===== config.mk =====
export PLATFORM = sky130hd
export DESIGN_NAME = window_stats
export DESIGN_NICKNAME = d
export VERILOG_FILES = /design/src/rtl/window_stats_pkg.sv /design/src/rtl/window_stats_lane_acc.sv /design/src/rtl/window_stats.sv
export SDC_FILE = /design/constraint.sdc
export NUM_CORES = 2
export LEC_CHECK = 0
export BUFFER_PORTS_ARGS = -buffer_cell sky130_fd_sc_hd__buf_2
export CAP_MARGIN = 20
export CORE_MARGIN = 3
export CORE_UTILIZATION = 52
export CTS_CLUSTER_DIAMETER = 80
export CTS_CLUSTER_SIZE = 24
export DETAILED_ROUTE_END_ITERATION = 7
export GPL_ROUTABILITY_DRIVEN = 1
export PLACE_DENSITY = 0.74
export SETUP_SLACK_MARGIN = 0.05
export SLEW_MARGIN = 30
export SYNTH_ARGS = -nofsm -noshare
export SYNTH_HDL_FRONTEND = slang
export SYNTH_SLANG_ARGS = --single-unit

===== constraint.sdc =====
create_clock -name clk -period 6.5 [get_ports clk]
set_input_delay 0.325 -clock clk [delete_from_list [all_inputs] [get_ports clk]]
set_output_delay 0.325 -clock clk [all_outputs]
set_load 0.02 [all_outputs]

===== src/rtl/window_stats_pkg.sv =====
// Shared types and width helpers for the window_stats block.
package window_stats_pkg;

    typedef enum logic [1:0] {
        S_IDLE   = 2'd0,
        S_ACCUM  = 2'd1,
        S_FINISH = 2'd2,
        S_HOLD   = 2'd3
    } state_t;

    function automatic int calc_sum_w(input int data_w, input int log2_n);
        return data_w + log2_n;
    endfunction

    function automatic int calc_sq_w(input int data_w, input int log2_n);
        return 2 * data_w + log2_n;
    endfunction

    function automatic int calc_var_w(input int data_w);
        return 2 * data_w - 2;
    endfunction

    // Widths for the default configuration (DATA_W=8, LOG2_N=6)
    localparam int SUM_W = calc_sum_w(8, 6);
    localparam int SQ_W  = calc_sq_w(8, 6);
    localparam int VAR_W = calc_var_w(8);

endpackage


===== src/rtl/window_stats_lane_acc.sv =====
// Combinational LANES-wide partial sum / sum-of-squares as binary adder trees.
// Optional min/max trees under WINDOW_STATS_MINMAX_EN.
module window_stats_lane_acc #(
    parameter int DATA_W = 8,
    parameter int LANES  = 1,
    parameter int SUM_W  = 14,
    parameter int SQ_W   = 22
) (
    input  logic [LANES*DATA_W-1:0] lanes,
`ifdef WINDOW_STATS_MINMAX_EN
    output logic [DATA_W-1:0]       lane_min,
    output logic [DATA_W-1:0]       lane_max,
`endif
    output logic [SUM_W-1:0]        psum,
    output logic [SQ_W-1:0]         psq
);

    // Heap layout: leaves at [LANES-1 .. 2*LANES-2], node i sums children 2i+1, 2i+2
    logic [2*LANES-2:0][SUM_W-1:0] st;
    logic [2*LANES-2:0][SQ_W-1:0]  qt;
`ifdef WINDOW_STATS_MINMAX_EN
    logic [2*LANES-2:0][DATA_W-1:0] mnt, mxt;
`endif

    always_comb begin
        st = '0;
        qt = '0;
        for (int g = 0; g < LANES; g++) begin
            st[LANES-1+g] = SUM_W'(lanes[g*DATA_W +: DATA_W]);
            qt[LANES-1+g] = SQ_W'(lanes[g*DATA_W +: DATA_W]) * SQ_W'(lanes[g*DATA_W +: DATA_W]);
        end
        for (int i = LANES - 2; i >= 0; i--) begin
            st[i] = st[2*i+1] + st[2*i+2];
            qt[i] = qt[2*i+1] + qt[2*i+2];
        end
        psum = st[0];
        psq  = qt[0];
    end

`ifdef WINDOW_STATS_MINMAX_EN
    always_comb begin
        mnt = '0;
        mxt = '0;
        for (int g = 0; g < LANES; g++) begin
            mnt[LANES-1+g] = lanes[g*DATA_W +: DATA_W];
            mxt[LANES-1+g] = lanes[g*DATA_W +: DATA_W];
        end
        for (int i = LANES - 2; i >= 0; i--) begin
            mnt[i] = (mnt[2*i+1] < mnt[2*i+2]) ? mnt[2*i+1] : mnt[2*i+2];
            mxt[i] = (mxt[2*i+1] > mxt[2*i+2]) ? mxt[2*i+1] : mxt[2*i+2];
        end
        lane_min = mnt[0];
        lane_max = mxt[0];
    end
`endif

endmodule


===== src/rtl/window_stats.sv =====
// Window mean / population variance over N = 2^LOG2_N samples, LANES per cycle.
// Optional min/max outputs when WINDOW_STATS_MINMAX_EN is defined.
module window_stats
    import window_stats_pkg::*;
#(
    parameter int DATA_W = 8,
    parameter int LOG2_N = 6,
    parameter int LANES  = 1
) (
    input  logic                            clk,
    input  logic                            rst,
    input  logic [(1<<LOG2_N)*DATA_W-1:0]   values,
    input  logic                            in_valid,
    output logic                            in_ready,
    output logic [DATA_W-1:0]               mean_value,
    output logic [2*DATA_W-3:0]             var_value,
    output logic                            out_valid,
`ifdef WINDOW_STATS_MINMAX_EN
    output logic [DATA_W-1:0]               min_value,
    output logic [DATA_W-1:0]               max_value,
`endif
    input  logic                            out_ready
);

    localparam int N      = 1 << LOG2_N;
    localparam int GROUPS = N / LANES;
    localparam int SW     = calc_sum_w(DATA_W, LOG2_N);
    localparam int QW     = calc_sq_w(DATA_W, LOG2_N);
    localparam int VW     = calc_var_w(DATA_W);
    localparam int FW     = 2 * SW + 1;

    state_t                   state, state_nxt;
    logic [N*DATA_W-1:0]      win_q;
    logic [SW-1:0]            sum;
    logic [QW-1:0]            sumsq;
    logic [LOG2_N-1:0]        cnt;
    logic [SW-1:0]            psum;
    logic [QW-1:0]            psq;
    logic [SW:0]              mean_num;
    logic [FW-1:0]            var_num;
    logic [DATA_W-1:0]        mean_nxt;
    logic [VW-1:0]            var_nxt;
    logic                     last_grp;

`ifdef WINDOW_STATS_MINMAX_EN
    logic [DATA_W-1:0] lane_min, lane_max, run_min, run_max;

    window_stats_lane_acc #(
        .DATA_W(DATA_W), .LANES(LANES), .SUM_W(SW), .SQ_W(QW)
    ) u_lane_acc (
        .lanes    (win_q[LANES*DATA_W-1:0]),
        .lane_min (lane_min),
        .lane_max (lane_max),
        .psum     (psum),
        .psq      (psq)
    );
`else
    window_stats_lane_acc #(
        .DATA_W(DATA_W), .LANES(LANES), .SUM_W(SW), .SQ_W(QW)
    ) u_lane_acc (
        .lanes    (win_q[LANES*DATA_W-1:0]),
        .psum     (psum),
        .psq      (psq)
    );
`endif

    assign last_grp = (cnt == LOG2_N'(GROUPS - 1));

    always_ff @(posedge clk) begin
        if (rst) state <= S_IDLE;
        else     state <= state_nxt;
    end

    always_comb begin
        state_nxt = state;
        in_ready  = 1'b0;
        case (state)
            S_IDLE: begin
                in_ready = 1'b1;
                if (in_valid) state_nxt = S_ACCUM;
            end
            S_ACCUM:  if (last_grp) state_nxt = S_FINISH;
            S_FINISH: state_nxt = S_HOLD;
            S_HOLD:   if (out_valid && out_ready) state_nxt = S_IDLE;
            default:  state_nxt = S_IDLE;
        endcase
    end

    // Full-width round-half-up; N*sumsq - sum^2 is N^2 * variance and never negative
    always_comb begin
        mean_num = {1'b0, sum} + (SW+1)'(N / 2);
        mean_nxt = DATA_W'(mean_num >> LOG2_N);
        var_num  = {1'b0, sumsq, {LOG2_N{1'b0}}} - FW'(sum) * FW'(sum)
                   + (FW'(1) << (2 * LOG2_N - 1));
        var_nxt  = VW'(var_num >> (2 * LOG2_N));
    end

    always_ff @(posedge clk) begin
        if (rst) begin
            win_q      <= '0;
            sum        <= '0;
            sumsq      <= '0;
            cnt        <= '0;
            mean_value <= '0;
            var_value  <= '0;
            out_valid  <= 1'b0;
`ifdef WINDOW_STATS_MINMAX_EN
            run_min    <= '0;
            run_max    <= '0;
            min_value  <= '0;
            max_value  <= '0;
`endif
        end else begin
            case (state)
                S_IDLE: if (in_valid) begin
                    win_q   <= values;
                    sum     <= '0;
                    sumsq   <= '0;
                    cnt     <= '0;
`ifdef WINDOW_STATS_MINMAX_EN
                    run_min <= '1;
                    run_max <= '0;
`endif
                end
                S_ACCUM: begin
                    sum   <= sum + psum;
                    sumsq <= sumsq + psq;
                    win_q <= win_q >> (LANES * DATA_W);
                    cnt   <= cnt + 1'b1;
`ifdef WINDOW_STATS_MINMAX_EN
                    if (lane_min < run_min) run_min <= lane_min;
                    if (lane_max > run_max) run_max <= lane_max;
`endif
                end
                S_FINISH: begin
                    mean_value <= mean_nxt;
                    var_value  <= var_nxt;
`ifdef WINDOW_STATS_MINMAX_EN
                    min_value  <= run_min;
                    max_value  <= run_max;
`endif
                end
                // out_valid is registered off HOLD, so it rises one cycle into HOLD
                S_HOLD: out_valid <= !(out_valid && out_ready);
                default: out_valid <= 1'b0;
            endcase
        end
    end

endmodule


==> impl_metrics.ini <==
[global_route]
grt_pass1_wl_um = 137000
grt_max_degree = 239
overflow = 0
grt_pass1_vias = 25383
antenna_found_initial = 65
grtUsageTotal_pct = 25.5

[power]
p_leak_nw = 16.4
combPwrFrac_pct = 53.7
pwr_density_cell_mw_per_mm2 = 509
pwr-share-clk_pct = 12.6
switching_share_pct = 43.9
seqPwrFrac_pct = 33.7
internal_power_mw = 10.7
p_switching_mw = 8.37
max-vdd-ir-drop_mv = 0.475

[cts]
cts_tree = built
cts_made_buffers = 34
clock_latency_ns = 0.57
htreeDepth = 2
cts.reportedPaths.clkPinSlew_ns = 0.10
clockBufferDepth = 3
cts.sinks = 577
clockRootBuffer = clkbuf_16
postCtsSetupBuffers = 0

[routing]
detail-route-antenna-nets = 0
first_iter_violations = 1688
drc = 0
dr.pass1.iters = 5
wl_per_cell_um = 18.4
wirelength_um = 87400
vias = 25899
vias_per_cell = 5.45

[timing]
grt_setup_unrepaired = false
max_slew.worst_pin.slew_ns = 0.994
slew_viol_final = 0
skew_ns = 0.0225
hold_viol = 0
min_period_over_period_pct = 94.4
finalSetupTns_ns = 0
finalSetupViolCount = 0
layout_setup_ws_ns = 0.364
min_period_ns = 6.14
slew-limit-headroom_pct = 33.7
fmax_ghz = 0.163

[placement]
place_congestion = 0.893
place_hpwl_um = 64900
numPortBuffers = 539
placed_area_mm2 = 0.0361
post-place-cells = 4653
place_ws_ns = 0.213

[layout]
drive_above_1_share_pct = 16.6
area_growth_pct = 13.7
fin_nets = 4699
nFillCells = 5438
finish.instance_area_mm2 = 0.0375
fin_cells = 4755

[logic_synthesis]
syn-cell-area_mm2 = 0.0330
synthArstFlopShare_pct = 0
synth_edf_count = 0
synth_seq_cells = 577
yosys-top-cells-count = nor2_1 (590), dfxtp_1 (577), mux2i_1 (515)
yosysWarnings = 0
yosys.area.top_type = dfxtp_1
ys_seq_area_share_pct = 35.0
synth.avg_cell_area_um2 = 9.40
synthDominantCellAreaShare_pct = 35.0
netlist_instances = 3507
synth_nets = 4343
synth_ff_type = dfxtp_1
synthTopCellsByArea = dfxtp_1 (35%), mux2i_1 (16%), a211oi_1 (12%)
yosys.cell_count.top_type = nor2_1
synth_cell_types = 60

[critical_path]
setup.worst_path.class = flip-flop to flip-flop
path_max_fanout = 9
end_kind = flip-flop
cp.arrival_ns = 6.59
critical_path.max_stage_delay_ns = 0.54
required_ns = 6.95
slowest_stage = fa_1
path_cells = ha_1, inv_1, fa_1, inv_1, fa_1, inv_1, fa_1, fa_1, fa_1, inv_1, fa_1, inv_1, ha_1, and4_1, a2bb2oi_1, o211ai_4, a211oi_4, nor4_1, or4_1, a32o_1
crit_family = adder cells
reg2reg_from = sum[6]
reg2reg_depth = 20
path_buf_inv = 5
r2r_setup_slack_ns = 0.36
critPathLaunchType = flip-flop
r2r_end = var_value[10]
cpMostUsedCell = fa_1

[hold_path]
worstHoldPathType = input port to flip-flop
holdCritStartpoint = out_ready
min_to = out_valid
min_path_cells = 4

[run_status]
status = completed

[floorplanning]
top_level_ports = 540
row_count = 91
core_mm2 = 0.0622
die_x_um = 258
die_y_um = 258
die-area_mm2 = 0.0665
start_util_pct = 53.0

[job]
max_cap_viol_count = 0
[registers in the layout (all words and copies together) (netlist names)]
signal	count
state	2
var_value	14
out_valid	1
sum	14
mean_value	8
win_q	512
cnt	6
sumsq	20
[how the worst max path moves through the flow]
stage                 start             to  slack (ns)  depth (start not counted)
CTS                  sum[3]  var_value[10]        0.18                         19
global placement     sum[3]  var_value[10]        0.30                         19
floorplan           sum[12]  var_value[10]        0.32                         22
finish               sum[6]  var_value[10]        0.36                         20
global route         sum[3]  var_value[10]        0.06                         19
detailed placement   sum[3]  var_value[10]        0.21                         19
[tightest hold or removal path, stage by stage]
cell and delay, ns:
buf_2 0.09, nand3_1 0.07, o21ai_0 0.07, nor2_1 0.04
[metal layers]
layer  GRT usage, %  wire length [µm]  up-vias
met5              0               256        -
met4           7.74              2020       40
met3           6.22              5610      155
met2           43.1             42500      587
met1           32.2             37000    12177
li1               -                 -    12940
[cells by family (layout without fill, tap and decap cells)]
kind of cell,Yosys count,in the layout,synth area share [%]
buffers and inverters,556,926,6.34
adders and majority gates,320,320,16.2
AOI/OAI and AO/OA,680,680,15.2
other,0,41,0
and+or+nand+nor,798,798,9.88
DFF,577,577,35.0
xor gates and xnor gates,57,57,1.51
muxes,519,519,15.8
[placed cells by master (no fill, tap or decap), types with 5 or more instances in the layout]
cell type	instances
ha_1	139
xor2_1	19
fa_1	180
a21o_1	16
dlygate4sd3_1	8
nor3_1	11
xnor2_1	38
a21oi_1	43
clkinv_8	5
nor2_1	590
mux2i_1	515
a22o_1	10
and2_1	49
buf_2	538
buf_12	9
inv_1	293
a22oi_1	30
nand3_1	17
or3_1	6
nand2_1	95
a211oi_1	511
o21a_1	6
dfxtp_2	5
nor2b_1	8
o21ai_0	16
dfxtp_1	572
buf_4	24
clkbuf_16	35
o21bai_1	6
diode_2	41
[layout make-up]
cell class / count / area (µm²) / area share, %
diodes: 41 / 103 / 0.274
flip-flops and latches: 577 / 11600 / 30.8
clock inverters: 13 / 208 / 0.554
well taps: 837 / 1050 / 2.79
multi-input cells: 2374 / 19400 / 51.6
repair buffers: 583 / 3230 / 8.62
inverters: 293 / 1100 / 2.93
clock buffers: 37 / 893 / 2.38
[stage by stage]
step | total power, mW | hold WS [ns] | utilization, %
floorplan | 14.4 | 0.453 | -
global placement | 16.4 | 0.470 | 58.1
detailed placement | 16.7 | 0.473 | 58.1
CTS | 19.1 | 0.0124 | 60.0
global route | 20.8 | 0.0445 | 60.3
finish | 19.1 | 0.0515 | 60.3
[timing repair]
action,in CTS,in global routing
setup endpoints to repair,0,1
hold buffers,8,0
hold endpoints to repair,8,0
gates resized for setup,0,5
[power by group through the flow]
stage	combinational [mW]	sequential (mW)	clock (mW)
2_1_floorplan	8.31	6.10	0
3_3_place_gp	9.91	6.44	0
3_5_place_dp	10.2	6.49	0
4_1_cts	10.2	6.42	2.47
5_1_grt	11.6	6.62	2.58
6_report	10.2	6.43	2.40
Note: power is estimated with default switching activity, not from simulation.
